<file path="src/rtl/div_iter_core_pkg.sv">
// div_iter_core_pkg: shared widths, iteration count, FSM encoding and divide-by-zero quotient
package div_iter_core_pkg;
    localparam int DIV_W     = 32;
    localparam int DIV_ITERS = 32;
    typedef enum logic [1:0] {
        ST_IDLE = 2'd0,
        ST_CALC = 2'd1,
        ST_DONE = 2'd2
    } div_state_t;
    localparam logic [DIV_W-1:0] DIV_ZERO_Q = '1;
endpackage

</file>
<file path="src/rtl/div_iter_core_operand_buf.sv">
// div_operand_buf: one-entry AXI-Stream operand holding register with full flag
//   clk, rst       : clock, asynchronous active-high reset
//   i_tdata/i_tvalid/o_tready : slave channel; o_tready = ~full, forced low in reset
//   i_clr          : consumer took the operand, empties the register
//   o_full/o_data  : holding register state and contents
module div_operand_buf #(
    parameter int W = 32
) (
    input  logic         clk,
    input  logic         rst,
    input  logic [W-1:0] i_tdata,
    input  logic         i_tvalid,
    output logic         o_tready,
    input  logic         i_clr,
    output logic         o_full,
    output logic [W-1:0] o_data
);
    logic         r_full;
    logic [W-1:0] r_data;
    assign o_tready = ~r_full & ~rst;
    assign o_full   = r_full;
    assign o_data   = r_data;
    // A transfer and a clear never coincide: tready is low whenever the register is full.
    always_ff @(posedge clk or posedge rst) begin
        if (rst) begin
            r_full <= 1'b0;
            r_data <= '0;
        end else if (i_tvalid && o_tready) begin
            r_full <= 1'b1;
            r_data <= i_tdata;
        end else if (i_clr) begin
            r_full <= 1'b0;
        end
    end
endmodule

</file>
<file path="src/rtl/div_iter_core.sv">
// div_iter_core: iterative radix-2 restoring divider with AXI-Stream operand/result channels
//   SIGNED         : 1 = two's-complement, 0 = unsigned
//   W              : operand width (32 only)
//   div_clk, reset : clock, asynchronous active-high reset
//   s_axis_dividend_* / s_axis_divisor_* : operand slave channels, one-entry buffered each
//   m_axis_dout_tdata  : {quotient, remainder}, held until the next result
//   m_axis_dout_tvalid : one-cycle result pulse, no backpressure
module div_iter_core
    import div_iter_core_pkg::*;
#(
    parameter int SIGNED = 1,
    parameter int W      = 32
) (
    input  logic           div_clk,
    input  logic           reset,
    input  logic [W-1:0]   s_axis_dividend_tdata,
    input  logic           s_axis_dividend_tvalid,
    output logic           s_axis_dividend_tready,
    input  logic [W-1:0]   s_axis_divisor_tdata,
    input  logic           s_axis_divisor_tvalid,
    output logic           s_axis_divisor_tready,
    output logic [2*W-1:0] m_axis_dout_tdata,
    output logic           m_axis_dout_tvalid
);
    localparam logic [4:0] LAST = 5'(DIV_ITERS - 1);

    div_state_t   r_state, w_state_nxt;
    logic [4:0]   r_cnt;
    logic [W-1:0] r_quo, r_rem, r_div, r_x;
    logic         r_neg_q, r_neg_r, r_zero;
    logic [2*W-1:0] r_dout;

    logic         w_dd_full, w_dv_full, w_both, w_load;
    logic [W-1:0] w_dd_data, w_dv_data;

    div_operand_buf #(.W(W)) u_dividend (
        .clk      (div_clk),
        .rst      (reset),
        .i_tdata  (s_axis_dividend_tdata),
        .i_tvalid (s_axis_dividend_tvalid),
        .o_tready (s_axis_dividend_tready),
        .i_clr    (w_load),
        .o_full   (w_dd_full),
        .o_data   (w_dd_data)
    );

    div_operand_buf #(.W(W)) u_divisor (
        .clk      (div_clk),
        .rst      (reset),
        .i_tdata  (s_axis_divisor_tdata),
        .i_tvalid (s_axis_divisor_tvalid),
        .o_tready (s_axis_divisor_tready),
        .i_clr    (w_load),
        .o_full   (w_dv_full),
        .o_data   (w_dv_data)
    );

    assign w_both = w_dd_full & w_dv_full;

    always_ff @(posedge div_clk or posedge reset) begin
        if (reset) r_state <= ST_IDLE;
        else       r_state <= w_state_nxt;
    end

    // IDLE and DONE both load straight into CALC when a pair is waiting.
    always_comb begin
        w_state_nxt = (r_state == ST_CALC) ? ((r_cnt == LAST) ? ST_DONE : ST_CALC)
                    : (w_load ? ST_CALC : ST_IDLE);
    end

    always_comb begin
        w_load             = ((r_state == ST_IDLE) || (r_state == ST_DONE)) && w_both;
        m_axis_dout_tvalid = (r_state == ST_DONE);
    end

    // Operand magnitudes and signs; unsigned mode never sees a negative operand.
    logic         w_x_neg, w_y_neg;
    logic [W-1:0] w_x_abs, w_y_abs;
    assign w_x_neg = (SIGNED != 0) && w_dd_data[W-1];
    assign w_y_neg = (SIGNED != 0) && w_dv_data[W-1];
    assign w_x_abs = w_x_neg ? -w_dd_data : w_dd_data;
    assign w_y_abs = w_y_neg ? -w_dv_data : w_dv_data;

    // r_quo starts as the dividend and shifts it out MSB-first while quotient bits shift in.
    logic [W:0]   w_part, w_diff;
    logic         w_ge;
    logic [W-1:0] w_rem_nxt, w_quo_nxt, w_q_fix, w_r_fix;
    logic [2*W-1:0] w_res;
    assign w_part    = {r_rem, r_quo[W-1]};
    assign w_diff    = w_part - {1'b0, r_div};
    assign w_ge      = ~w_diff[W];
    assign w_rem_nxt = w_ge ? w_diff[W-1:0] : w_part[W-1:0];
    assign w_quo_nxt = {r_quo[W-2:0], w_ge};
    assign w_q_fix   = r_neg_q ? -w_quo_nxt : w_quo_nxt;
    assign w_r_fix   = r_neg_r ? -w_rem_nxt : w_rem_nxt;
    assign w_res     = r_zero ? {DIV_ZERO_Q, r_x} : {w_q_fix, w_r_fix};

    always_ff @(posedge div_clk or posedge reset) begin
        if (reset) begin
            r_cnt   <= '0;
            r_quo   <= '0;
            r_rem   <= '0;
            r_div   <= '0;
            r_x     <= '0;
            r_neg_q <= 1'b0;
            r_neg_r <= 1'b0;
            r_zero  <= 1'b0;
            r_dout  <= '0;
        end else if (w_load) begin
            r_cnt   <= '0;
            r_quo   <= w_x_abs;
            r_rem   <= '0;
            r_div   <= w_y_abs;
            r_x     <= w_dd_data;
            r_neg_q <= w_x_neg ^ w_y_neg;
            r_neg_r <= w_x_neg;
            r_zero  <= (w_dv_data == '0);
        end else if (r_state == ST_CALC) begin
            r_cnt <= r_cnt + 5'd1;
            r_quo <= w_quo_nxt;
            r_rem <= w_rem_nxt;
            if (r_cnt == LAST) r_dout <= w_res;
        end
    end

    assign m_axis_dout_tdata = r_dout;
endmodule
</file>
<file path="config.mk">
export PLATFORM = sky130hd
export DESIGN_NAME = div_iter_core
export DESIGN_NICKNAME = d
export VERILOG_FILES = /design/src/rtl/div_iter_core_pkg.sv /design/src/rtl/div_iter_core_operand_buf.sv /design/src/rtl/div_iter_core.sv
export SDC_FILE = /design/constraint.sdc
export NUM_CORES = 1
export LEC_CHECK = 0
export ABC_CLOCK_PERIOD_IN_PS = 29100
export BUFFER_PORTS_ARGS = -buffer_cell sky130_fd_sc_hd__buf_2
export CAP_MARGIN = 20
export CORE_ASPECT_RATIO = 1.1
export CORE_MARGIN = 4
export CORE_UTILIZATION = 45
export CTS_CLUSTER_DIAMETER = 40
export DETAILED_ROUTE_END_ITERATION = 6
export PLACE_DENSITY = 0.65
export SLEW_MARGIN = 20
export SYNTH_ARGS = -nofsm -noshare
export SYNTH_HDL_FRONTEND = slang
export SYNTH_SLANG_ARGS = --single-unit
</file>
<file path="constraint.sdc">
create_clock -name div_clk -period 29.1 [get_ports div_clk]
set_input_delay 5.82 -clock div_clk [delete_from_list [all_inputs] [get_ports div_clk]]
set_output_delay 5.82 -clock div_clk [all_outputs]
set_load 0.1 [all_outputs]
</file>
* After elaboration in Yosys (flattened, before gate mapping)
Cells that the tools add are included.
Word-level totals: register bits 268, input bits 68, word-level logic and storage cells 60, output and inout bits 67
Operators by class: equal/unequal tests 3, multiplexer cells 18, reduce and logical (&&, ||, !) cells 10, add/subtract/negate cells 6, bitwise gates (word level) 9
Operators with widths (number):
- 32-bit two-way mux | 9
- 32-bit negator | 4
- 64-bit two-way mux | 1
- 33-bit by 32-bit subtractor with 33-bit output | 1
- 32-bit logical NOT | 1
- 5-bit two-way mux | 2
- 2-bit nonzero test | 3
- 5-bit by 1-bit adder with 5-bit output (second input constant) | 1
- 5-bit equality test (second input constant) | 1
- 1-bit inverter | 5
- 1-bit two-way mux | 4
- 2-bit two-way mux | 2
- 1-bit AND | 3
- 1-bit logical AND | 3
- 3-bit AND reduction | 1
- 2-bit by 1-bit equality test with 1-bit output (second input constant) | 1
- 2-bit equality test (second input constant) | 1
- 2-bit logical NOT | 1
- 1-bit logical OR | 1
- 1-bit bitwise XOR | 1

* Logic depth before layout (Yosys ltp)
depth in word-level cells 5, mapped depth 23, gate-level depth less buffers 19

* By module
Synthesis repeated with hierarchy kept, for this count alone.
Second synthesis, totals: cell total of the unflattened synthesis 1741, area total of the unflattened synthesis 15672.5 µm²
Modules (own cells, without submodules):
- div_iter_core | cells an instance 1595, area an instance 13157.6 µm², instances 1
- div_operand_buf | cells an instance 73, area an instance 1257.5 µm², instances 2

* Worst setup path after synthesis
OpenSTA, ideal clock, no wires.
path kind input to output, start point input port reset, end point output port s_axis_dividend_tready, cell stages on the path 1, arrival time 7092 ps, path slack 16188 ps, path buffers 0, path through nor2_1
On the way: longest elaborated chain between the ends 2
Ends and longest elaborated chain:
- start, declared | RTL line div_iter_core.sv:15 | input logic reset,
- 1-bit inverter | RTL line div_iter_core_operand_buf.sv:20 | assign o_tready = ~r_full & ~rst;
- 1-bit AND | RTL line div_iter_core_operand_buf.sv:20
- end, declared | RTL line div_iter_core.sv:18 | output logic s_axis_dividend_tready,
Every way passes these cells.

* Final worst setup path
start point input port reset, end point output port s_axis_divisor_tready
On the way: longest elaborated chain between the ends 2
Ends and longest elaborated chain:
- 1-bit inverter | RTL line div_iter_core_operand_buf.sv:20
- 1-bit AND | RTL line div_iter_core_operand_buf.sv:20
- end, declared | RTL line div_iter_core.sv:21 | output logic s_axis_divisor_tready,
Every way passes these cells.

==> impl_metrics.py <==
metrics = {
    "setup_path": {
        "cp.required_ns": 23.28,
        "crit_chain": "buf_2, nor2_1, buf_2",
        "path_buf_inv": 2,
        "critPathKind": "in2out",
        "arrival_ns": 6.63,
        "start_kind": "input port",
        "critical-path-top-delay-family": "buffers and inverters",
        "cp_common_cell": "buf_2",
        "slowest_stage": "buf_2",
        "end_kind": "output port",
        "critPathMaxStageDelay_ns": 0.46,
        "critPathMaxFanout": 3,
    },
    "final_layout": {
        "n_antenna_cell": 0,
        "multi_input_area_mm2": 0.00841,
        "register_area_mm2": 0.00668,
        "fillCellCount": 3239,
        "layoutNonFillerInstCount": 2330,
        "area_growth_pct": 15.3,
        "drive_gt1_share_pct": 16.6,
        "nNetsFinal": 1967,
    },
    "logic_synthesis": {
        "synthesis.nets": 1873,
        "synth_common_cells": "nand2_1 (284), dfrtp_1 (267), o21ai_0 (166)",
        "synth_fa_ha_area_share_pct": 3.16,
        "muxShareOfSynthArea_pct": 7.47,
        "synth-main-ff-cell": "dfrtp_1",
        "syn_area_mm2": 0.0157,
        "seq_area_frac_synth_pct": 42.7,
        "synth.area.top_cells": "dfrtp_1 (43%), nand2_1 (6.8%), o21ai_0 (5.3%)",
        "synth_xor_area_share_pct": 7.39,
        "synth.distinct_cells": 74,
        "synth-edff-count": 0,
        "synth_seq_cells": 267,
        "yosys_warnings": 0,
        "synth_compound_area_share_pct": 17.8,
        "synthesis.area_per_instance_um2": 8.87,
        "yosysTopAreaCell": "dfrtp_1",
        "synth_cells": 1766,
        "synth_top_area_share_pct": 42.7,
        "async_flop_share_pct": 100,
        "synth-simple-area-share_pct": 17.8,
        "synth_top_family_by_area": "simple AND/OR/NAND/NOR gates",
        "yosysMostFrequentCell": "nand2_1",
    },
    "global_route": {
        "grt.total_usage_pct": 22.2,
        "grt_pass1_vias": 12919,
        "overflow": 0,
        "grt_max_degree": 135,
        "grt_pass1_wl_mm": 68.8,
        "antenna_found_initial": 0,
    },
    "outcome": {
        "status": "finished, final reports clean",
    },
    "drt": {
        "drc": 0,
        "wl_per_cell_um": 18.2,
        "ant_nets": 0,
        "drt_iter0_drc": 859,
        "routed_via_density": 5.73,
        "vias": 13359,
        "dr.pass1.iters": 5,
        "wl_mm": 42.3,
    },
    "placed_design": {
        "dp_hpwl_mm": 30.0,
        "dp_cells": 2255,
        "numPortBuffers": 134,
        "place_congestion": 0.912,
    },
    "timing": {
        "hold_viol_final": 0,
        "skew_ns": 0.0260,
        "post-route-period-util_pct": 42.8,
        "fmax_mhz": 80.3,
        "period_needed_ns": 12.45,
        "max_slew_margin_pct": 33.6,
        "finalMaxSlewViolations": 0,
        "rsz0062_at_grt": "false",
        "finalSetupTns_ns": 0,
        "tightest_slew_ns": 0.996,
        "setup_viol": 0,
    },
    "cts": {
        "cts.sinks": 267,
        "clk_pin_slew_ns": 0.05,
        "cts_tree": "done",
        "postCtsSetupRepairBufs": 0,
        "cts_hold_buf": 0,
        "cts_root_buffer": "clkbuf_16",
        "numCtsBuffers": 41,
        "clk_latency_ns": 0.56,
        "h-tree-depth": 2,
        "post_cts_resized": 0,
        "clock_path_buffers": 3,
    },
    "die": {
        "die_h_um": 204,
        "die_area_mm2": 0.0379,
        "start_util_pct": 45.7,
        "row_count": 71,
        "ios": 135,
        "core-area_mm2": 0.0343,
        "die_w_um": 186,
    },
    "run": {
        "max_cap_viol_count": 0,
    },
    "min_path": {
        "hold_path_class": "reg2reg",
    },
}
[layout make-up]
class	count	area share, %
clock inverter	25	1.72
multi-input combinational	1345	46.6
sequential	267	37.0
inverter	55	1.19
timing repair buffer	150	4.38
tap	438	3.04
clock buffer	50	6.09
[placed cells by master (no fill, tap or decap), drive strengths merged, types with 21 or more instances in the layout]
cell type / n
nand2: 284
dfrtp: 267
o21ai: 170
buf: 150
nor2: 135
a21oi: 97
xor2: 77
mux2: 71
inv: 61
nand3: 55
xnor2: 53
clkbuf: 50
a31oi: 40
ha: 38
mux2i: 37
o31ai: 34
nor3: 21
nand2b: 21
[stage by stage]
| stage | utilization [%] | cell area [um^2] | setup WS (ns) | hold slack, ns |
|---|---|---|---|---|
| floorplan | - | 15700 | 15.93 | 0.437 |
| global placement | 48.5 | 16600 | 16.63 | 0.455 |
| detailed placement | 48.5 | 16600 | 16.63 | 0.455 |
| CTS | 52.6 | 18000 | 16.63 | 0.469 |
| global route | 52.6 | 18100 | 16.58 | 0.493 |
| finish | 52.6 | 18100 | 16.65 | 0.469 |
[cells by family (layout without fill, tap and decap cells)]
family | after synthesis | in the layout
simple gates | 617 | 617
flops | 267 | 267
mux | 108 | 108
buf+inv | 154 | 280
compound gates | 451 | 451
xor+xnor | 130 | 130
fa+ha+maj | 39 | 39
[worst paths after layout]
check                                       from                                 to  slack, ns  cells past startpoint
max                                        reset              s_axis_divisor_tready      16.65                      3
min                          r_x[27]$_DFFE_PP0P_                r_x[27]$_DFFE_PP0P_       0.47                      2
max reg2reg                r_quo[31]$_DFFE_PP0P_  m_axis_dout_tdata[30]$_DFFE_PP0P_      22.84                     20
min reg2reg                  r_x[27]$_DFFE_PP0P_                r_x[27]$_DFFE_PP0P_       0.47                      2
max in group asynchronous                  reset   u_dividend.o_data[3]$_DFFE_PP0P_      22.13                      3
min in group asynchronous                  reset               r_rem[1]$_DFFE_PP0P_       5.46                      2
[routing by layer]
metal / global-route usage [%] / wire (um)
met1: 30.6 / 18900
met2: 36.8 / 20200
met3: 3.37 / 2200
met4: 5.75 / 1010
met5: 0 / 0
[state kept, by name, summed over array words and instances, names as in the netlist]
| register | cells |
|---|---|
| u_divisor.o_full | 1 |
| u_dividend.o_data | 32 |
| m_axis_dout_tdata | 64 |
| r_div | 32 |
| r_zero | 1 |
| r_x | 32 |
| u_divisor.o_data | 32 |
| r_cnt | 5 |
| r_rem | 32 |
| r_state | 2 |
| u_dividend.o_full | 1 |
| r_quo | 32 |
| r_neg_q | 1 |
[tightest hold or removal path: stages (launching register included)]
cell and delay (ns):
dfrtp_1 0.33, nand2_1 0.05, nand2_1 0.06
Power is left out: the tool's default activity adds up to more than one toggle a clock period on the data nets, which glitch-free logic cannot reach.
